### config.mk
export PLATFORM = sky130hd
export DESIGN_NAME = modem_ctrl_sequencer
export DESIGN_NICKNAME = d
export VERILOG_FILES = /design/src/rtl/modem_ctrl_sequencer.sv
export SDC_FILE = /design/constraint.sdc
export NUM_CORES = 1
export LEC_CHECK = 0
export BUFFER_PORTS_ARGS = -buffer_cell sky130_fd_sc_hd__buf_2
export CORE_MARGIN = 4
export CORE_UTILIZATION = 55
export DETAILED_ROUTE_END_ITERATION = 6
export PLACE_DENSITY = 0.8
export RECOVER_POWER = 25
export SYNTH_ARGS = -nofsm -noshare
export SYNTH_HDL_FRONTEND = slang
export SYNTH_SLANG_ARGS = --single-unit
### constraint.sdc
create_clock -name wb_clk_i -period 8.4 [get_ports wb_clk_i]
set_input_delay 1.68 -clock wb_clk_i [delete_from_list [all_inputs] [get_ports wb_clk_i]]
set_output_delay 1.68 -clock wb_clk_i [all_outputs]
set_load 0.05 [all_outputs]
### src/rtl/modem_ctrl_sequencer.sv
// Queued modem-line driver: applies masked {cts,dsr,ri,dcd} updates per channel, then holds.
// Optional MODEM_AUTO_CTS_EN: per-channel CTS follows a synchronised RTS. State: S_IDLE = wait for command | S_HOLD = count down hold.
`timescale 1ns/1ps
module modem_ctrl_sequencer #(
  parameter int          NUM_CH     = 2,
  parameter int          FIFO_DEPTH = 4,
  parameter int          HOLD_W     = 16,
  parameter logic [3:0]  RESET_VAL  = 4'b0000,
  localparam int         CH_W       = (NUM_CH > 1) ? $clog2(NUM_CH) : 1,
  localparam int         LVL_W      = $clog2(FIFO_DEPTH + 1)
) (
  input  logic              wb_clk_i,
  input  logic              wb_rst_i,
  input  logic              cmd_valid,
  output logic              cmd_ready,
  input  logic [CH_W-1:0]   cmd_ch,
  input  logic [3:0]        cmd_bits,
  input  logic [3:0]        cmd_mask,
  input  logic              cmd_auto,
  input  logic [HOLD_W-1:0] cmd_hold,
  input  logic              flush,
  input  logic [NUM_CH-1:0] rts_pad_o,
  output logic [NUM_CH-1:0] cts_pad_i,
  output logic [NUM_CH-1:0] dsr_pad_i,
  output logic [NUM_CH-1:0] ri_pad_i,
  output logic [NUM_CH-1:0] dcd_pad_i,
  output logic              busy,
  output logic [LVL_W-1:0]  fifo_level,
  output logic              cmd_done,
  output logic              cmd_err
);
  localparam int PTR_W = $clog2(FIFO_DEPTH);
  localparam logic [CH_W:0] NUM_CH_L = (CH_W + 1)'(NUM_CH);

  typedef enum logic {S_IDLE, S_HOLD} state_t;

  typedef struct packed {
    logic [CH_W-1:0]   ch;
    logic [3:0]        bits;
    logic [3:0]        mask;
`ifdef MODEM_AUTO_CTS_EN
    logic              autoc;
`endif
    logic [HOLD_W-1:0] hold;
  } cmd_t;

  state_t            state_q, state_d;
  logic [HOLD_W-1:0] cnt_q, cnt_d;
  logic              oor_q, oor_d;
  logic              done_q, done_d;
  logic              err_q, err_d;
  cmd_t              mem_q [FIFO_DEPTH];
  cmd_t              mem_d [FIFO_DEPTH];
  logic [PTR_W-1:0]  wr_ptr_q, wr_ptr_d, rd_ptr_q, rd_ptr_d;
  logic [LVL_W-1:0]  level_q, level_d;
  logic [3:0]        line_q [NUM_CH];
  logic [3:0]        line_d [NUM_CH];
  logic [NUM_CH-1:0] auto_q, auto_d;

  cmd_t new_cmd, head;
  logic full, empty, push, pop;

  always_comb begin
    new_cmd       = '0;
    new_cmd.ch    = cmd_ch;
    new_cmd.bits  = cmd_bits;
    new_cmd.mask  = cmd_mask;
    new_cmd.hold  = cmd_hold;
`ifdef MODEM_AUTO_CTS_EN
    new_cmd.autoc = cmd_auto;
`endif
  end

  assign head      = mem_q[rd_ptr_q];
  assign full      = (level_q == LVL_W'(FIFO_DEPTH));
  assign empty     = (level_q == '0);
  assign cmd_ready = !full && !flush;
  assign push      = cmd_valid && cmd_ready;
  assign pop       = (state_q == S_IDLE) && !empty && !flush;

  always_comb begin
    state_d  = state_q;
    cnt_d    = cnt_q;
    oor_d    = oor_q;
    done_d   = 1'b0;
    err_d    = 1'b0;
    mem_d    = mem_q;
    wr_ptr_d = wr_ptr_q;
    rd_ptr_d = rd_ptr_q;
    level_d  = level_q;
    line_d   = line_q;
    auto_d   = auto_q;
    if (push) begin
      mem_d[wr_ptr_q] = new_cmd;
      wr_ptr_d        = wr_ptr_q + PTR_W'(1);
    end
    if (flush) begin
      // Abort silently: pads and auto-CTS settings stay as they are.
      wr_ptr_d = '0;
      rd_ptr_d = '0;
      level_d  = '0;
      state_d  = S_IDLE;
      cnt_d    = '0;
      oor_d    = 1'b0;
    end else begin
      level_d = level_q + LVL_W'(push) - LVL_W'(pop);
      case (state_q)
        S_IDLE: begin
          if (pop) begin
            rd_ptr_d = rd_ptr_q + PTR_W'(1);
            cnt_d    = head.hold;
            oor_d    = !({1'b0, head.ch} < NUM_CH_L);
            state_d  = S_HOLD;
            for (int c = 0; c < NUM_CH; c++) begin
              if (head.ch == c[CH_W-1:0]) begin
                line_d[c] = (line_q[c] & ~head.mask) | (head.bits & head.mask);
`ifdef MODEM_AUTO_CTS_EN
                auto_d[c] = head.autoc;
`endif
              end
            end
          end
        end
        S_HOLD: begin
          if (cnt_q == '0) begin
            state_d = S_IDLE;
            done_d  = 1'b1;
            err_d   = oor_q;
          end else begin
            cnt_d = cnt_q - HOLD_W'(1);
          end
        end
        default: state_d = S_IDLE;
      endcase
    end
  end

  always_ff @(posedge wb_clk_i or posedge wb_rst_i) begin
    if (wb_rst_i) begin
      state_q  <= S_IDLE;
      cnt_q    <= '0;
      oor_q    <= 1'b0;
      done_q   <= 1'b0;
      err_q    <= 1'b0;
      mem_q    <= '{default: '0};
      wr_ptr_q <= '0;
      rd_ptr_q <= '0;
      level_q  <= '0;
      line_q   <= '{default: RESET_VAL};
      auto_q   <= '0;
    end else begin
      state_q  <= state_d;
      cnt_q    <= cnt_d;
      oor_q    <= oor_d;
      done_q   <= done_d;
      err_q    <= err_d;
      mem_q    <= mem_d;
      wr_ptr_q <= wr_ptr_d;
      rd_ptr_q <= rd_ptr_d;
      level_q  <= level_d;
      line_q   <= line_d;
      auto_q   <= auto_d;
    end
  end

`ifdef MODEM_AUTO_CTS_EN
  logic [NUM_CH-1:0] rts_s1_q, rts_s2_q;
  always_ff @(posedge wb_clk_i or posedge wb_rst_i) begin
    if (wb_rst_i) begin
      rts_s1_q <= {NUM_CH{RESET_VAL[3]}};
      rts_s2_q <= {NUM_CH{RESET_VAL[3]}};
    end else begin
      rts_s1_q <= rts_pad_o;
      rts_s2_q <= rts_s1_q;
    end
  end
`else
  logic unused_auto;
  assign unused_auto = ^{cmd_auto, rts_pad_o, auto_q};
`endif

  for (genvar g = 0; g < NUM_CH; g++) begin : g_pad
`ifdef MODEM_AUTO_CTS_EN
    assign cts_pad_i[g] = auto_q[g] ? rts_s2_q[g] : line_q[g][3];
`else
    assign cts_pad_i[g] = line_q[g][3];
`endif
    assign dsr_pad_i[g] = line_q[g][2];
    assign ri_pad_i[g]  = line_q[g][1];
    assign dcd_pad_i[g] = line_q[g][0];
  end

  assign busy       = (state_q == S_HOLD) || !empty;
  assign fifo_level = level_q;
  assign cmd_done   = done_q;
  assign cmd_err    = err_q;
endmodule

* Yosys cells after proc, flatten, opt, wreduce, memory -nomap -nowiden
Cells that the tools add are included.
W data, S select, Z words.
** Storage, ports and cells
- Flip-flop bits (word level) :: 135
- Bits in latches :: 0
- Bits in writable memories :: 0
- Memory bits (read-only) :: 0
- Input port bits :: 32
- Output and inout port bits :: 15
- Word-level logic and storage cells :: 95
- Memories kept :: 0
** Cells by class
- Add/subtract/negate cells :: 5
- $mul :: 0
- Div/mod/pow operators :: 0
- $lt $le $gt $ge :: 3
- Equal/unequal tests :: 4
- Shifts and indexed selects :: 0
- Mux-type cells :: 29
- Bitwise gates (word level) :: 11
- Reduce and logical (&&, ||, !) cells :: 17
** Operators with widths (number)
- $bwmux W100 :: 1
- $mux W25 :: 3
- $bmux W25 S2 :: 1
- $demux W25 S2 :: 1
- $mux W16 :: 3
- $pmux W16 S2 :: 1
- $logic_not A16 Y1 :: 1
- $sub A16 B1 Y16 const B :: 1
- $and A4 B4 Y4 :: 3
- $mux W1 :: 12
- $mux W2 :: 5
- $or A4 B4 Y4 :: 2
- $reduce_and A4 Y1 :: 2
- $ge A3 B3 Y1 const B :: 2
- $ne A3 B3 Y1 const B :: 2
- $not A2 Y3 :: 2
- $logic_and A1 B1 Y1 :: 5
- $add A2 B1 Y2 const B :: 2
- $not A4 Y4 :: 1
- $reduce_and A2 Y1 :: 2
- $reduce_bool A2 Y1 :: 2
- $add A3 B1 Y3 :: 1
- $eq A3 B3 Y1 const B :: 1
- $logic_not A1 Y1 :: 3
- other kinds (8) :: 10

* Longest topological paths before layout
- Word-level depth :: 7
- Gate-level depth with buffers :: 12
- Depth with buffers taken out :: 11

* Least setup slack after synthesis
OpenSTA, ideal clock, no wires.
- Path type :: input-to-reg
- Start point :: in flush
- End point :: reg level_q[2] (netlist: fifo_level[2])
- Arrival time :: 4.021 ns
- Required time :: 8.268 ns
- Slack :: 4.247 ns
- Stages :: 11
- Path buffers :: 1
- Cell sequence :: a21oi_1 -> and2_2 -> buf_12 -> inv_1 -> ha_1 -> inv_1 -> ha_1 -> inv_1 -> fa_1 -> xnor2_1 -> nor2_1
** Between the ends
- Longest elaborated chain between the ends :: 6
- Elaborated cells between the ends (all ways) :: 7
** Ends and longest elaborated chain
- from (decl) :: RTL line 21 : input logic flush,
- $logic_not A1 Y1 :: RTL line 77, 79
- $logic_and A1 B1 Y1 :: RTL line 77 : assign cmd_ready = !full && !flush;
- $logic_and A1 B1 Y1 :: RTL line 78 : assign push = cmd_valid && cmd_ready;
- $add A3 B1 Y3 :: RTL line 106 : level_d = level_q + LVL_W'(push) - LVL_W'(pop);
- $sub A3 B1 Y3 :: RTL line 106
- $mux W3 * :: RTL line 97 : if (flush) begin
- net level_d[2] :: RTL line 55 : logic [LVL_W-1:0] level_q, level_d;
- to (signal assigned) :: RTL line 160 : level_q <= level_d;
- to (decl) :: RTL line 55
Mark *: on every way through the listed nets, which the timed path passes. The rest lies on a longest branch.
A chain may end at the register's enable or synchronous reset.

* Worst setup path after layout
- Start point :: in flush
- End point :: out cmd_ready
** Between the ends
- Longest elaborated chain between the ends :: 2
** Ends and longest elaborated chain
- $logic_not A1 Y1 :: RTL line 77
- $logic_and A1 B1 Y1 :: RTL line 77
- to (decl) :: RTL line 15 : output logic cmd_ready,
No other way between the ends.

==> Implementation_results.wiki <==
{| class="wikitable"
! Metric !! Value
|-
| Main combinational cell family by area after synthesis || multiplexers
|-
| Share of flip-flops with an asynchronous set or reset || 1.00
|-
| Critical path type || in -> out
|-
| Status || finished with violations
|-
| Clock H-tree levels || 4
|-
| Part of the total power dissipated in combinational logic || 0.379
|-
| DRT iter0 DRCs || 225
|-
| Clock root buffer master || sky130_fd_sc_hd__clkbuf_16
|-
| Register-to-register setup slack || 5.82 ns
|-
| Antenna violation net count after detailed routing || 0
|-
| Synth Cell Area || 6560 um2
|-
| Psw || about 0.0011 W
|-
| Total detailed-routing wirelength || 13200 um
|-
| Unique cell type count in the Yosys netlist || 60
|-
| Quantity of I/O buffers inserted on ports || 42
|-
| Cell taking the most area after synthesis || sky130_fd_sc_hd__dfrtp_1
|-
| Share of layout cells above drive strength 1 || 0.446
|-
| Count of cells along the worst register-to-register path || 4
|-
| Met2 Use GR || 0.344
|-
| Synth top area share || 0.508
|-
| Endpoint of the worst setup timing path || cmd_ready
|-
| Synthesized area divided by synthesized cell count || 14.2 um2
|-
| CTS tree || yes
|-
| Std-Cell Rows || 39
|-
| Pwr/cell area || 429 nW/um2
|-
| Routed vias || 3952
|-
| Clock power frac || 0.259
|-
| Via count of the first global-routing pass || 4262
|-
| Area added between synthesis and finish || 13.1%
|-
| Worst-skew pair later-pin latency || ~0.42 ns
|-
| Worst setup slack after placement || 4.19 ns
|-
| Leading post-synthesis cells by cell area || sky130_fd_sc_hd__dfrtp_1, sky130_fd_sc_hd__mux2_2, sky130_fd_sc_hd__mux4_2
|-
| Total core area || approximately 12000 um2
|-
| GRT met3 Usage || 0.0478
|-
| Fraction of the mapped netlist area in adder cells || 0.0164
|-
| Critical-path maximum fanout || 31
|-
| Switching share of power || 0.347
|-
| Worst min-delay path class || reg -> reg
|-
| Cell with the biggest individual delay on the critical path || sky130_fd_sc_hd__clkbuf_1
|-
| Count of filler cells inserted in the layout || 830
|-
| Wire length of the first global-routing pass || 21600 um
|-
| Area used by multi-input combinational logic || 2960 um2
|-
| Cell total after placement || between 600 and 700
|-
| Area of the die || 13700 um2
|-
| Arrival time at the worst endpoint || 3.12 ns
|-
| Clock buffer count from CTS || 17
|-
| Number of failing setup endpoints in the final timing report || 0
|-
| Remaining design rule violation count || 0
|-
| Basic-gate share of the synthesized area counting and, or, nand and nor cells || 0.0842
|-
| Initial core utilization || 0.567
|-
| Number of max-cap violations || 1
|-
| Setup Skew || a little under 0.01 ns
|-
| Total power draw || 0.00318 W
|-
| Cell count after synthesis || 462
|-
| XOR/XNOR share of the synthesized area || 0.00534
|-
| Die width || around 120 um
|-
| # Post-CTS Setup Buffers || 0
|-
| Startpoint of the most critical setup path || flush
|-
| Final #Nets || 541
|-
| Total routing usage reported by global routing || 0.209
|-
| Sum of negative setup slack || 0 ns
|-
| Transition at the pin with the smallest max-transition slack || 2.47 ns
|-
| Violated checks || capacitance limit, slew limit
|-
| Post-route clock period utilization || 0.572
|-
| Clock Sinks || 133
|-
| Post-synthesis register bit count || between 100 and 150
|-
| Top achievable clock speed || approximately 0.21 GHz
|-
| Worst Setup Slack, final || roughly 3.6 ns
|-
| Diodes inserted || 0
|-
| Leading register cell type out of synthesis || sky130_fd_sc_hd__dfrtp_1
|-
| Residual overflow from global routing || 0
|-
| Number of primary I/O pins || between 40 and 50
|-
| Post-cts gate resize count || 0
|-
| Placer's final routability congestion estimate || 0.893
|-
| Standby leakage power || 3.35 nW
|-
| Antenna violations before repair || 0
|-
| Critical R2R Launch || rd_ptr_q[0]
|-
| Nets in the synthesized netlist || 502
|-
| Number of standard cells in the final layout excluding fillers || roughly 660
|-
| Gr busiest metal || met2
|-
| Sequential power share || 0.362
|-
| Hold buffers post-CTS || 0
|-
| Share of the synthesized area in compound gates (AO/OA/AOI/OAI) || 0.0576
|-
| Data required, critical path || about 6.7 ns
|-
| Initial DRT Pass Iterations || 4
|-
| Max Root-Sink Buffers || 2
|-
| GR met1 Demand/Resource || 0.268
|-
| Max-slew headroom || -0.658
|-
| Warnings, synthesis || 0
|-
| Sequential cell area || about 3300 um2
|-
| Crit path largest cell delay || 1.05 ns
|-
| EDFF count, synth || 0
|-
| Vertical die dimension || 117 um
|-
| Pin count of the biggest net entering global routing || 78
|-
| Crit path max-delay family || buffers and inverters
|-
| Worst-case vdd ir drop || between 0.0002 and 0.00025 V
|-
| Critical path launch point type || input port
|-
| Category of the worst setup path capture point || primary output
|-
| Routed wire per std cell || 20.1 um
|-
| Crit path cell chain || clkbuf_1 -> a21oi_1 -> buf_2
|-
| Critical path depth in cells || 3
|-
| Number of buffers and inverters on the critical path || 2
|-
| Shortest clock period the worst path allows after layout || 4.80 ns
|-
| Total half-perimeter wirelength after legalization and detailed placement || around 8100 um
|-
| Average vias per placed instance || 6.02
|-
| Clock-pin transition on the worst setup and hold timing paths || roughly 0.060 ns
|-
| Share of the yosys chip area belonging to registers || 0.508
|-
| Unrepaired setup endpoints after global routing || no
|-
| Share of cell area taken by muxes after synthesis || 0.289
|-
| Final Max Tran Viols || 58
|-
| Number of hold violations in the final report || 0
|-
| Internal Pwr Total || 0.00208 W
|}
-- metal layers --
metal	wire (um)	share of wire
met1	5480	0.41
met2	6800	0.51
met3	690	0.052
met4	259	0.020
met5	0	0
-- logic make-up (layout without fill, tap and decap cells) --
logic type      after synthesis  count (layout)
mux                         135             135
flops                       133             133
simple gates                 87              87
compound gates               56              56
buf+inv                      38              90
fa+ha+maj                     8               8
xor+xnor                      4               4
other cells                   1               1
-- cell usage after synthesis (all sizes together) (2+ instances only) --
library cell,n
a21oi,18
a41oi,2
and2,6
and3,2
buf,22
clkbuf,3
dfrtp,133
ha,7
inv,13
mux2,110
mux4,25
nand2,27
nand3,5
nor2,24
nor2b,2
nor3,7
nor4,6
o21ai,15
o21bai,3
o2bb2ai,3
o31a,2
o31ai,2
or4,2
xnor2,2
xor2,2
-- cells in the final DEF, fill, tap and decap left out, types with 2 or more instances in the layout --
cell,synthesis,layout
sky130_fd_sc_hd__nor3_1,5,5
sky130_fd_sc_hd__nor4_4,3,3
sky130_fd_sc_hd__mux2_4,25,25
sky130_fd_sc_hd__nand3_1,5,5
sky130_fd_sc_hd__bufinv_16,0,5
sky130_fd_sc_hd__and2_1,5,5
sky130_fd_sc_hd__o31ai_1,2,2
sky130_fd_sc_hd__clkinv_2,0,2
sky130_fd_sc_hd__buf_2,6,41
sky130_fd_sc_hd__nand2_8,4,4
sky130_fd_sc_hd__nor2_1,24,24
sky130_fd_sc_hd__o31a_1,2,2
sky130_fd_sc_hd__clkbuf_16,0,17
sky130_fd_sc_hd__a21oi_1,17,17
sky130_fd_sc_hd__xor2_1,2,2
sky130_fd_sc_hd__clkbuf_8,0,3
sky130_fd_sc_hd__nor4_1,2,2
sky130_fd_sc_hd__buf_4,3,3
sky130_fd_sc_hd__o2bb2ai_1,3,3
sky130_fd_sc_hd__dfrtp_1,133,132
sky130_fd_sc_hd__inv_1,12,11
sky130_fd_sc_hd__o21bai_1,3,3
sky130_fd_sc_hd__clkinvlp_4,0,3
sky130_fd_sc_hd__nor2b_1,2,2
sky130_fd_sc_hd__mux2_2,85,85
sky130_fd_sc_hd__nand2_1,23,23
sky130_fd_sc_hd__mux4_2,25,25
sky130_fd_sc_hd__and3_1,2,2
sky130_fd_sc_hd__xnor2_1,2,2
sky130_fd_sc_hd__clkinv_4,0,2
sky130_fd_sc_hd__ha_1,7,7
sky130_fd_sc_hd__a41oi_1,2,2
sky130_fd_sc_hd__o21ai_0,14,14
-- cell type report --
| cell class | count | share of cell area |
|---|---|---|
| Multi-Input combinational cell | 291 | 0.399 |
| Clock inverter | 12 | 0.0270 |
| Inverter | 13 | 0.00675 |
| Clock buffer | 20 | 0.0629 |
| Sequential cell | 133 | 0.449 |
| Tap cell | 143 | 0.0241 |
| Timing Repair Buffer | 45 | 0.0312 |
-- sequential cells by signal, indices dropped and copies added, names as in the netlist, named ones only --
name and flops:
mem_q 100, state_q 1, wr_ptr_q 2, cmd_done 1, rd_ptr_q 2, fifo_level 3, cnt_q 16
-- power by group through the flow --
| stage | combinational [W] | clock, W | sequential, W |
|---|---|---|---|
| after floorplan | 0.000949 | 0 | 0.00116 |
| final | 0.00121 | 0.000825 | 0.00115 |
| after global placement | 0.00116 | 0 | 0.00112 |
| after CTS | 0.00122 | 0.000831 | 0.00115 |
| after detailed placement | 0.00120 | 0 | 0.00115 |
| after global routing | 0.00131 | 0.000861 | 0.00119 |
-- per-stage QoR --
stage                     area [um2]  utilization  hold slack, ns
after global routing            7410        0.641           0.512
final                           7410        0.641           0.499
after CTS                       7430        0.643           0.502
after floorplan                 6560            -           0.474
after global placement          6760        0.585           0.481
after detailed placement        6760        0.585           0.488
-- worst register-to-register path, stage by stage (launching register included) --
cell and delay [ns]:
sky130_fd_sc_hd__dfrtp_2 0.99, sky130_fd_sc_hd__mux4_2 0.66, sky130_fd_sc_hd__nor4_4 0.34, sky130_fd_sc_hd__nand2_1 0.16
sky130_fd_sc_hd__mux2_4 0.32
-- how the worst min path moves through the flow --
stage / endpoint / slack, ns / start / cells after the start
after detailed placement: mem_q[27] / 0.49 / mem_q[27] / 1
after floorplan: mem_q[25] / 0.47 / mem_q[25] / 1
final: mem_q[12] / 0.50 / mem_q[12] / 1
after global routing: mem_q[8] / 0.51 / mem_q[8] / 1
after global placement: mem_q[36] / 0.48 / mem_q[36] / 1
after CTS: mem_q[32] / 0.50 / mem_q[32] / 1
No activity file was read; power rests on OpenSTA's default activity.
